## config.mk

```make
export PLATFORM = sky130hd
export DESIGN_NAME = instruction_fetch_unit_flat
export DESIGN_NICKNAME = d
export VERILOG_FILES = /design/src/rtl/mips_fetch_pkg.sv /design/src/rtl/instruction_fetch_unit_if.sv /design/src/rtl/fetch_fifo.sv /design/src/rtl/instruction_fetch_unit.sv /design/src/flat_wrapper.sv
export SDC_FILE = /design/constraint.sdc
export NUM_CORES = 1
export LEC_CHECK = 0
export BUFFER_PORTS_ARGS = -buffer_cell sky130_fd_sc_hd__buf_2
export CORE_AREA = 2 2 168 170
export DETAILED_ROUTE_END_ITERATION = 7
export DIE_AREA = 0 0 170 172
export GPL_TIMING_DRIVEN = 0
export HOLD_SLACK_MARGIN = 0.1
export PLACE_DENSITY_LB_ADDON = 0.25
export SLEW_MARGIN = 20
export SYNTH_ARGS = -nofsm -noshare
export SYNTH_HDL_FRONTEND = slang
export SYNTH_SLANG_ARGS = --single-unit
```

## constraint.sdc

```tcl
create_clock -name clk -period 5.9 [get_ports clk]
set_input_delay 1.18 -clock clk [delete_from_list [all_inputs] [get_ports clk]]
set_output_delay 1.18 -clock clk [all_outputs]
set_load 0.05 [all_outputs]
```

## src/rtl/mips_fetch_pkg.sv

```systemverilog
// Shared definitions for the MIPS instruction fetch front end: FSM encodings,
// the reset fetch address and the instruction width.
package mips_fetch_pkg;

  localparam int INSTR_W = 32;
  localparam logic [INSTR_W-1:0] RESET_PC_DEFAULT = 32'h0040_0000;

  typedef enum logic [1:0] {
    BOOT = 2'd0,
    RUN  = 2'd1,
    FULL = 2'd2
  } fetch_state_e;

  function automatic logic [INSTR_W-1:0] word_align(input logic [INSTR_W-1:0] addr);
    return {addr[INSTR_W-1:2], 2'b00};
  endfunction

endpackage

```

## src/rtl/instruction_fetch_unit_if.sv

```systemverilog
// Fetch-unit bus: program memory port, redirect/stall control from the pipeline
// and the head-of-queue presentation to IF/ID.
interface instruction_fetch_unit_if #(
  parameter int DEPTH = 4
);
  import mips_fetch_pkg::*;

  localparam int CNT_W = $clog2(DEPTH) + 1;

  logic               imem_req;
  logic [INSTR_W-1:0] imem_addr;
  logic [INSTR_W-1:0] imem_rdata;
  logic               redirect_valid;
  logic [INSTR_W-1:0] redirect_pc;
  logic               stall;
  logic               if_valid;
  logic [INSTR_W-1:0] if_instr;
  logic [INSTR_W-1:0] if_pc;
  logic [INSTR_W-1:0] if_pc4;
  logic [CNT_W-1:0]   queue_count;

  modport master (
    output imem_req, imem_addr, if_valid, if_instr, if_pc, if_pc4, queue_count,
    input  imem_rdata, redirect_valid, redirect_pc, stall
  );

  modport slave (
    input  imem_req, imem_addr, if_valid, if_instr, if_pc, if_pc4, queue_count,
    output imem_rdata, redirect_valid, redirect_pc, stall
  );

endinterface

```

## src/rtl/fetch_fifo.sv

```systemverilog
// Prefetch queue: power-of-two circular buffer with wrap-around pointers,
// an occupancy count, synchronous flush and a combinational head output.
module fetch_fifo #(
  parameter int DEPTH = 4,
  parameter int WIDTH = 64
) (
  input  logic                     clk,
  input  logic                     reset,
  input  logic                     push,
  input  logic                     pop,
  input  logic                     flush,
  input  logic [WIDTH-1:0]         wdata,
  output logic [WIDTH-1:0]         head,
  output logic [$clog2(DEPTH):0]   count
);

  localparam int PTR_W = $clog2(DEPTH);

  logic [WIDTH-1:0] mem [DEPTH];
  logic [PTR_W-1:0] wr_ptr;
  logic [PTR_W-1:0] rd_ptr;
  logic [PTR_W:0]   cnt;

  always_ff @(posedge clk) begin
    if (!reset || flush) begin
      wr_ptr <= '0;
      rd_ptr <= '0;
      cnt    <= '0;
    end else begin
      if (push) wr_ptr <= wr_ptr + PTR_W'(1);
      if (pop)  rd_ptr <= rd_ptr + PTR_W'(1);
      if (push && !pop)      cnt <= cnt + (PTR_W+1)'(1);
      else if (pop && !push) cnt <= cnt - (PTR_W+1)'(1);
    end
  end

  // Storage carries no reset; entries are only observable once counted.
  always_ff @(posedge clk) begin
    if (push && !flush) mem[wr_ptr] <= wdata;
  end

  assign head  = mem[rd_ptr];
  assign count = cnt;

endmodule

```

## src/rtl/instruction_fetch_unit.sv

```systemverilog
// Instruction fetch unit: issues one-cycle-latency program memory reads into a
// prefetch queue, presents the head to IF/ID, and flushes on redirect.
module instruction_fetch_unit
  import mips_fetch_pkg::*;
#(
  parameter logic [31:0] RESET_PC = RESET_PC_DEFAULT,
  parameter int          DEPTH    = 4
) (
  input  logic                     clk,
  input  logic                     reset,
  instruction_fetch_unit_if.master bus
);

  localparam int CNT_W = $clog2(DEPTH) + 1;
  localparam int OCC_W = CNT_W + 1;
  localparam logic [OCC_W-1:0] DEPTH_OCC = OCC_W'(DEPTH);

  fetch_state_e       state_q, state_d;
  logic [INSTR_W-1:0] fetch_pc_q, fetch_pc_d;
  logic [INSTR_W-1:0] req_addr_q;
  logic               inflight_q;
  logic               kill_q;

  logic               req;
  logic               push;
  logic               pop;
  logic               flush;
  logic [CNT_W-1:0]   count;
  logic [CNT_W-1:0]   count_next;
  logic [OCC_W-1:0]   occ_next;
  logic [63:0]        head;
  logic               head_valid;
  logic [INSTR_W-1:0] head_pc;

  // RUN already implies queue_count + inflight < DEPTH, so the state alone gates requests.
  assign req   = reset && (state_q == RUN);
  assign flush = bus.redirect_valid;
  assign push  = inflight_q && !kill_q && !bus.redirect_valid;
  assign pop   = head_valid && !bus.stall && !bus.redirect_valid;

  always_comb begin
    state_d    = state_q;
    fetch_pc_d = fetch_pc_q;
    count_next = count;
    if (push && !pop)      count_next = count + CNT_W'(1);
    else if (pop && !push) count_next = count - CNT_W'(1);
    if (flush)             count_next = '0;
    occ_next = {1'b0, count_next} + OCC_W'(req);

    case (state_q)
      BOOT:      state_d = RUN;
      RUN, FULL: state_d = (occ_next >= DEPTH_OCC) ? FULL : RUN;
      default:   state_d = BOOT;
    endcase

    if (bus.redirect_valid) begin
      state_d    = RUN;
      fetch_pc_d = word_align(bus.redirect_pc);
    end else if (req) begin
      fetch_pc_d = fetch_pc_q + 32'd4;
    end
  end

  always_ff @(posedge clk) begin
    if (!reset) begin
      state_q    <= BOOT;
      fetch_pc_q <= RESET_PC;
      inflight_q <= 1'b0;
      kill_q     <= 1'b0;
    end else begin
      state_q    <= state_d;
      fetch_pc_q <= fetch_pc_d;
      inflight_q <= req;
      kill_q     <= bus.redirect_valid && req;
    end
  end

  // Request stage -> response stage: remember the address of the outstanding read.
  always_ff @(posedge clk) begin
    if (req) req_addr_q <= fetch_pc_q;
  end

  fetch_fifo #(
    .DEPTH (DEPTH),
    .WIDTH (64)
  ) u_fifo (
    .clk   (clk),
    .reset (reset),
    .push  (push),
    .pop   (pop),
    .flush (flush),
    .wdata ({bus.imem_rdata, req_addr_q}),
    .head  (head),
    .count (count)
  );

  // Head presentation: zeroed while empty so reset and flush show a clean IF/ID view.
  assign head_valid      = (count != '0);
  assign head_pc         = head_valid ? head[31:0] : '0;
  assign bus.if_valid    = head_valid;
  assign bus.if_instr    = head_valid ? head[63:32] : '0;
  assign bus.if_pc       = head_pc;
  assign bus.if_pc4      = head_pc + 32'd4;
  assign bus.imem_req    = req;
  assign bus.imem_addr   = fetch_pc_q;
  assign bus.queue_count = count;

endmodule

```

## src/flat_wrapper.sv

```systemverilog
// flat-port wrapper written by rule: the top's interface ports become plain ports
module instruction_fetch_unit_flat import mips_fetch_pkg::*;
#(
  parameter logic [31:0] RESET_PC = RESET_PC_DEFAULT,
  parameter int          DEPTH    = 4
)
  (clk, reset, bus_imem_req, bus_imem_addr, bus_if_valid, bus_if_instr, bus_if_pc, bus_if_pc4, bus_queue_count, bus_imem_rdata, bus_redirect_valid, bus_redirect_pc, bus_stall);
  instruction_fetch_unit_if #(.DEPTH(DEPTH)) bus_i ();
  input  logic clk;
  input  logic reset;
  output wire logic [$bits(bus_i.imem_req)-1:0] bus_imem_req;
  output wire logic [$bits(bus_i.imem_addr)-1:0] bus_imem_addr;
  output wire logic [$bits(bus_i.if_valid)-1:0] bus_if_valid;
  output wire logic [$bits(bus_i.if_instr)-1:0] bus_if_instr;
  output wire logic [$bits(bus_i.if_pc)-1:0] bus_if_pc;
  output wire logic [$bits(bus_i.if_pc4)-1:0] bus_if_pc4;
  output wire logic [$bits(bus_i.queue_count)-1:0] bus_queue_count;
  input wire logic [$bits(bus_i.imem_rdata)-1:0] bus_imem_rdata;
  input wire logic [$bits(bus_i.redirect_valid)-1:0] bus_redirect_valid;
  input wire logic [$bits(bus_i.redirect_pc)-1:0] bus_redirect_pc;
  input wire logic [$bits(bus_i.stall)-1:0] bus_stall;
  assign bus_imem_req = bus_i.imem_req;
  assign bus_imem_addr = bus_i.imem_addr;
  assign bus_if_valid = bus_i.if_valid;
  assign bus_if_instr = bus_i.if_instr;
  assign bus_if_pc = bus_i.if_pc;
  assign bus_if_pc4 = bus_i.if_pc4;
  assign bus_queue_count = bus_i.queue_count;
  assign bus_i.imem_rdata = bus_imem_rdata;
  assign bus_i.redirect_valid = bus_redirect_valid;
  assign bus_i.redirect_pc = bus_redirect_pc;
  assign bus_i.stall = bus_stall;
  instruction_fetch_unit #(.RESET_PC(RESET_PC), .DEPTH(DEPTH)) u_core (.clk(clk), .reset(reset), .bus(bus_i));
endmodule
```

==> tab_implementation.tex <==
\begin{tabular}{lr}
\hline
Metric & Value \\
\hline
\multicolumn{2}{l}{\textbf{Worst setup path}} \\
Critical path launch point type & flop \\
Required time at the endpoint of the critical path & 4.72 ns \\
Crit-path max FO & 10 \\
Max stage delay cell, worst path & or3\_1 \\
Largest stage delay, worst path & 0.54 ns \\
Worst setup EP type & output port \\
Cell chain of the critical path & inv\_1 -> ha\_1 -> nor2b\_1 -> clkbuf\_8 -> clkinvlp\_4 -> clkbuf\_8 -> clkbuf\_2 -> nand2\_1 -> clkinvlp\_4 -> ha\_1 -> and4\_2 -> o21ai\_1 -> or3\_1 -> nor3\_1 -> xor2\_2 -> buf\_2 \\
Category of the critical setup timing path & flop to output port \\
Data arrival time of the critical path & 4.30 ns \\
\multicolumn{2}{l}{\textbf{Layout}} \\
Layout cell share with drive strength beyond 1 & 32.5\% \\
Filler instances & 2141 \\
Area of all sequential standard cells & 9210 um\^{}2 \\
P\&R area growth vs syn & 19.8\% \\
Post-route core utilization & 58.8\% \\
Antenna Cells & 0 \\
Final design area excluding fillers & 16200 um\^{}2 \\
Net count reported at finish & 1145 \\
Area used by multi-input combinational logic & 4020 um\^{}2 \\
Final instance count without filler cells & 1434 \\
\multicolumn{2}{l}{\textbf{Yosys}} \\
Cell accounting for the most synthesized area & edfxtp\_1 \\
Sequential cell area fraction in the yosys report & 68.3\% \\
Synth top cells by count & edfxtp\_1, and2\_1, mux4\_2 \\
Number of synthesized flops with an enable pin & 278 \\
Adder and majority cell fraction of the synthesized area & 1.19\% \\
Cell area after synthesis & 13500 um\^{}2 \\
Mean area per synthesized cell & 16.3 um\^{}2 \\
Post-synth cell types & 60 \\
Top cell type's share of synthesized area & 61.9\% \\
Leading cell types by total area after synthesis & edfxtp\_1, mux4\_2, dfxtp\_1, and2\_1, xnor2\_1 \\
Cells after Synth & 829 \\
Most common flop cell mapped by yosys & edfxtp\_1 \\
Synth Area in Simple Gates & 9.95\% \\
Flop and latch count out of synthesis & 321 \\
Fraction of registers with async set/reset & 0\% \\
Dominant cell by count in the synthesized netlist & edfxtp\_1 \\
Proportion of synthesized area in mux cells & 11.1\% \\
Xor/xnor cell area share of the yosys netlist & 3.96\% \\
Main combinational cell family by area after synthesis & multiplexers \\
Number of warning messages in the yosys log & 0 \\
Compound-gate portion of the synthesized area & 2.74\% \\
\multicolumn{2}{l}{\textbf{Placed design}} \\
Placed inst area & 15100 um\^{}2 \\
Number of buffer cells added on primary ports & 191 \\
Final HPWL from detailed placement & 19.9 mm \\
Number of cells in the design after placement & 1375 \\
Routability congestion estimate from global placement & 0.867 \\
\multicolumn{2}{l}{\textbf{Drt}} \\
DRC & 0 \\
Detailed-routing iteration count for the pre-antenna-repair pass & 5 \\
Detailed Route WL & 28.5 mm \\
DR vias & 7817 \\
Starting DRC count in detailed routing & 583 \\
Routed wire per std cell & 19.8 um \\
Final antenna-violating net count & 0 \\
Routed via count divided by cell count & 5.45 \\
\multicolumn{2}{l}{\textbf{Clock network}} \\
Clock latency on the worst-skew pair & 0.49 ns \\
Clock root buffer & clkbuf\_16 \\
Deepest level of the CTS H-tree & 2 \\
Clock tree from TritonCTS & built \\
Largest buffer count on any clock path & 3 \\
Buffers inserted by post-CTS timing repair & 0 \\
Post-cts repair resize count & 0 \\
CTS Buf Count & 34 \\
Clock Sinks & 321 \\
Hold-fix buffers at CTS & 0 \\
Post-CTS clock slew at the launch and capture registers of the worst setup and hold paths & 0.06 ns \\
\multicolumn{2}{l}{\textbf{STA}} \\
Setup TNS & 0 ns \\
Period utilisation layout & 92.9\% \\
Transition time at the pin with the least slew margin & 0.913 ns \\
Setup Viol. Count Final & 0 \\
Unrepaired setup endpoints after global routing & no \\
Achievable Freq & 182 MHz \\
Final number of max-transition violations & 0 \\
Final worst path period need & 5.48 ns \\
Worst Clk Skew & 0.00826 ns \\
Final Hold Viols & 0 \\
Max-slew headroom at the worst pin & 38.6\% \\
\multicolumn{2}{l}{\textbf{Die}} \\
IO Count & 201 \\
Core area & 27500 um\^{}2 \\
Die span in y & 172 um \\
Number of rows created at floorplan & 61 \\
Die area & 29200 um\^{}2 \\
Die width & 170 um \\
Initial cell density of the core & 49.1\% \\
\multicolumn{2}{l}{\textbf{Worst hold path}} \\
Class of the tightest hold or removal check & flop to flop \\
\multicolumn{2}{l}{\textbf{Power and ir drop}} \\
Power share of the clock group & 38.3\% \\
Switching power share of the total & 25.9\% \\
Total power draw & 0.00535 W \\
Power share of the combinational group & 13.0\% \\
Sequential power share & 48.7\% \\
Pleak & 5.96 nW \\
Switching power summed over all nets & 0.00138 W \\
Pwr dens & 331 nW/um\^{}2 \\
IR drop worst, VDD & 0.000224 V \\
Cell internal pwr & 0.00396 W \\
\multicolumn{2}{l}{\textbf{GRT}} \\
Wire length of the first global-routing pass & 43.5 mm \\
Remaining global-route overflow & 0 \\
Number of antenna violations at the first check in global routing & 0 \\
Via count of the first global-routing pass & 7759 \\
Maximum number of pins on one net before global-route repair & 38 \\
Global-route usage over all layers & 19.6\% \\
\multicolumn{2}{l}{\textbf{Outcome}} \\
Run status & completed \\
\multicolumn{2}{l}{\textbf{Flow run}} \\
Number of max-capacitance violations reported & 0 \\
\hline
\end{tabular}
## flip-flops by register name, summed over array words and instances, names as in the netlist, 2 cells and up, named ones only
signal and count:
u_core.u_fifo.mem 248, u_core.u_fifo.wr_ptr 2, u_core.req_addr_q 30, u_core.state_q 2, u_core.u_fifo.rd_ptr 2, u_core.bus.imem_addr 30
u_core.u_fifo.count 3
## power groups by stage
stage | logic, W | registers, W | clock network [W]
3_5_place_dp | 0.000697 | 0.00265 | 0
2_1_floorplan | 0.000461 | 0.00269 | 0
3_3_place_gp | 0.000688 | 0.00265 | 0
6_report | 0.000695 | 0.00260 | 0.00205
4_1_cts | 0.000699 | 0.00260 | 0.00209
5_1_grt | 0.000738 | 0.00261 | 0.00218
## worst paths after layout
check,from,to,slack [ns],cells after the start
worst min register to register,u_core.bus.imem_addr[16],u_core.req_addr_q[16],0.49,0
worst min-delay path,u_core.bus.imem_addr[16],u_core.req_addr_q[16],0.49,0
worst max-delay path,u_core.u_fifo.count[1],bus_if_pc4[30],0.42,16
worst max register to register,u_core.state_q[0],u_core.bus.imem_addr[13],3.13,9
## final cells by class
class	instances	area share (%)
buffer	46	1.71
clock buffer	42	5.65
clock inverter	17	1.01
inverter	25	0.627
multi-input combinational	442	24.9
sequential	321	57.0
tap	346	2.68
timing repair buffer	195	6.46
## cells in the final DEF, fill, tap and decap left out, types with 4 or more instances in the layout
cell / n
edfxtp_1: 278
buf_2: 196
and2_1: 60
mux4_2: 53
nand2_1: 51
dfxtp_1: 43
clkbuf_16: 35
clkbuf_1: 28
nor2_1: 27
xor2_1: 27
o21ai_0: 26
xnor2_1: 25
inv_1: 21
a21oi_1: 19
nor3_1: 16
nand4_1: 16
nand3_1: 13
ha_1: 12
mux2i_1: 9
mux4_1: 7
buf_4: 7
xnor2_2: 7
o211a_1: 6
conb_1: 6
clkinv_1: 6
clkbuf_8: 5
and3_1: 5
clkinv_2: 5
buf_6: 4
and3_4: 4
nor4_1: 4
## per-layer routing
metal	GRT usage [%]	part of all wire [%]	wire (um)	vias up
li1	-	-	-	3624
met1	27.0	43	12200	3828
met2	32.7	47	13400	323
met3	3.55	7.8	2220	42
met4	5.09	2.1	584	0
met5	0	0	0	-
## worst max-delay path, delay by kind of cell (launching register included)
| family | cells | cell delay (ns) |
|---|---|---|
| and+or+nand+nor | 5 | 1.38 |
| buffers and inverters | 7 | 1.29 |
| DFF | 1 | 0.40 |
| adders and majority gates | 2 | 0.37 |
| AOI/OAI and AO/OA | 1 | 0.19 |
| xor gates and xnor gates | 1 | 0.15 |
## metrics by stage
stage | setup slack (ns) | hold WS (ns)
6_report | 0.419 | 0.490
2_1_floorplan | 0.0715 | 0.459
4_1_cts | 0.152 | 0.494
5_1_grt | 0.161 | 0.515
3_5_place_dp | 0.689 | 0.473
3_3_place_gp | 0.525 | 0.466
## kinds of logic (layout without fill, tap and decap cells)
| family | count (synthesis) | count (layout) |
|---|---|---|
| AOI/OAI and AO/OA | 62 | 62 |
| xor gates and xnor gates | 61 | 61 |
| adders and majority gates | 13 | 13 |
| buffers and inverters | 71 | 325 |
| DFF | 321 | 321 |
| muxes | 72 | 72 |
| other | 1 | 6 |
| and+or+nand+nor | 228 | 228 |
No activity file was read; power rests on OpenSTA's default activity.
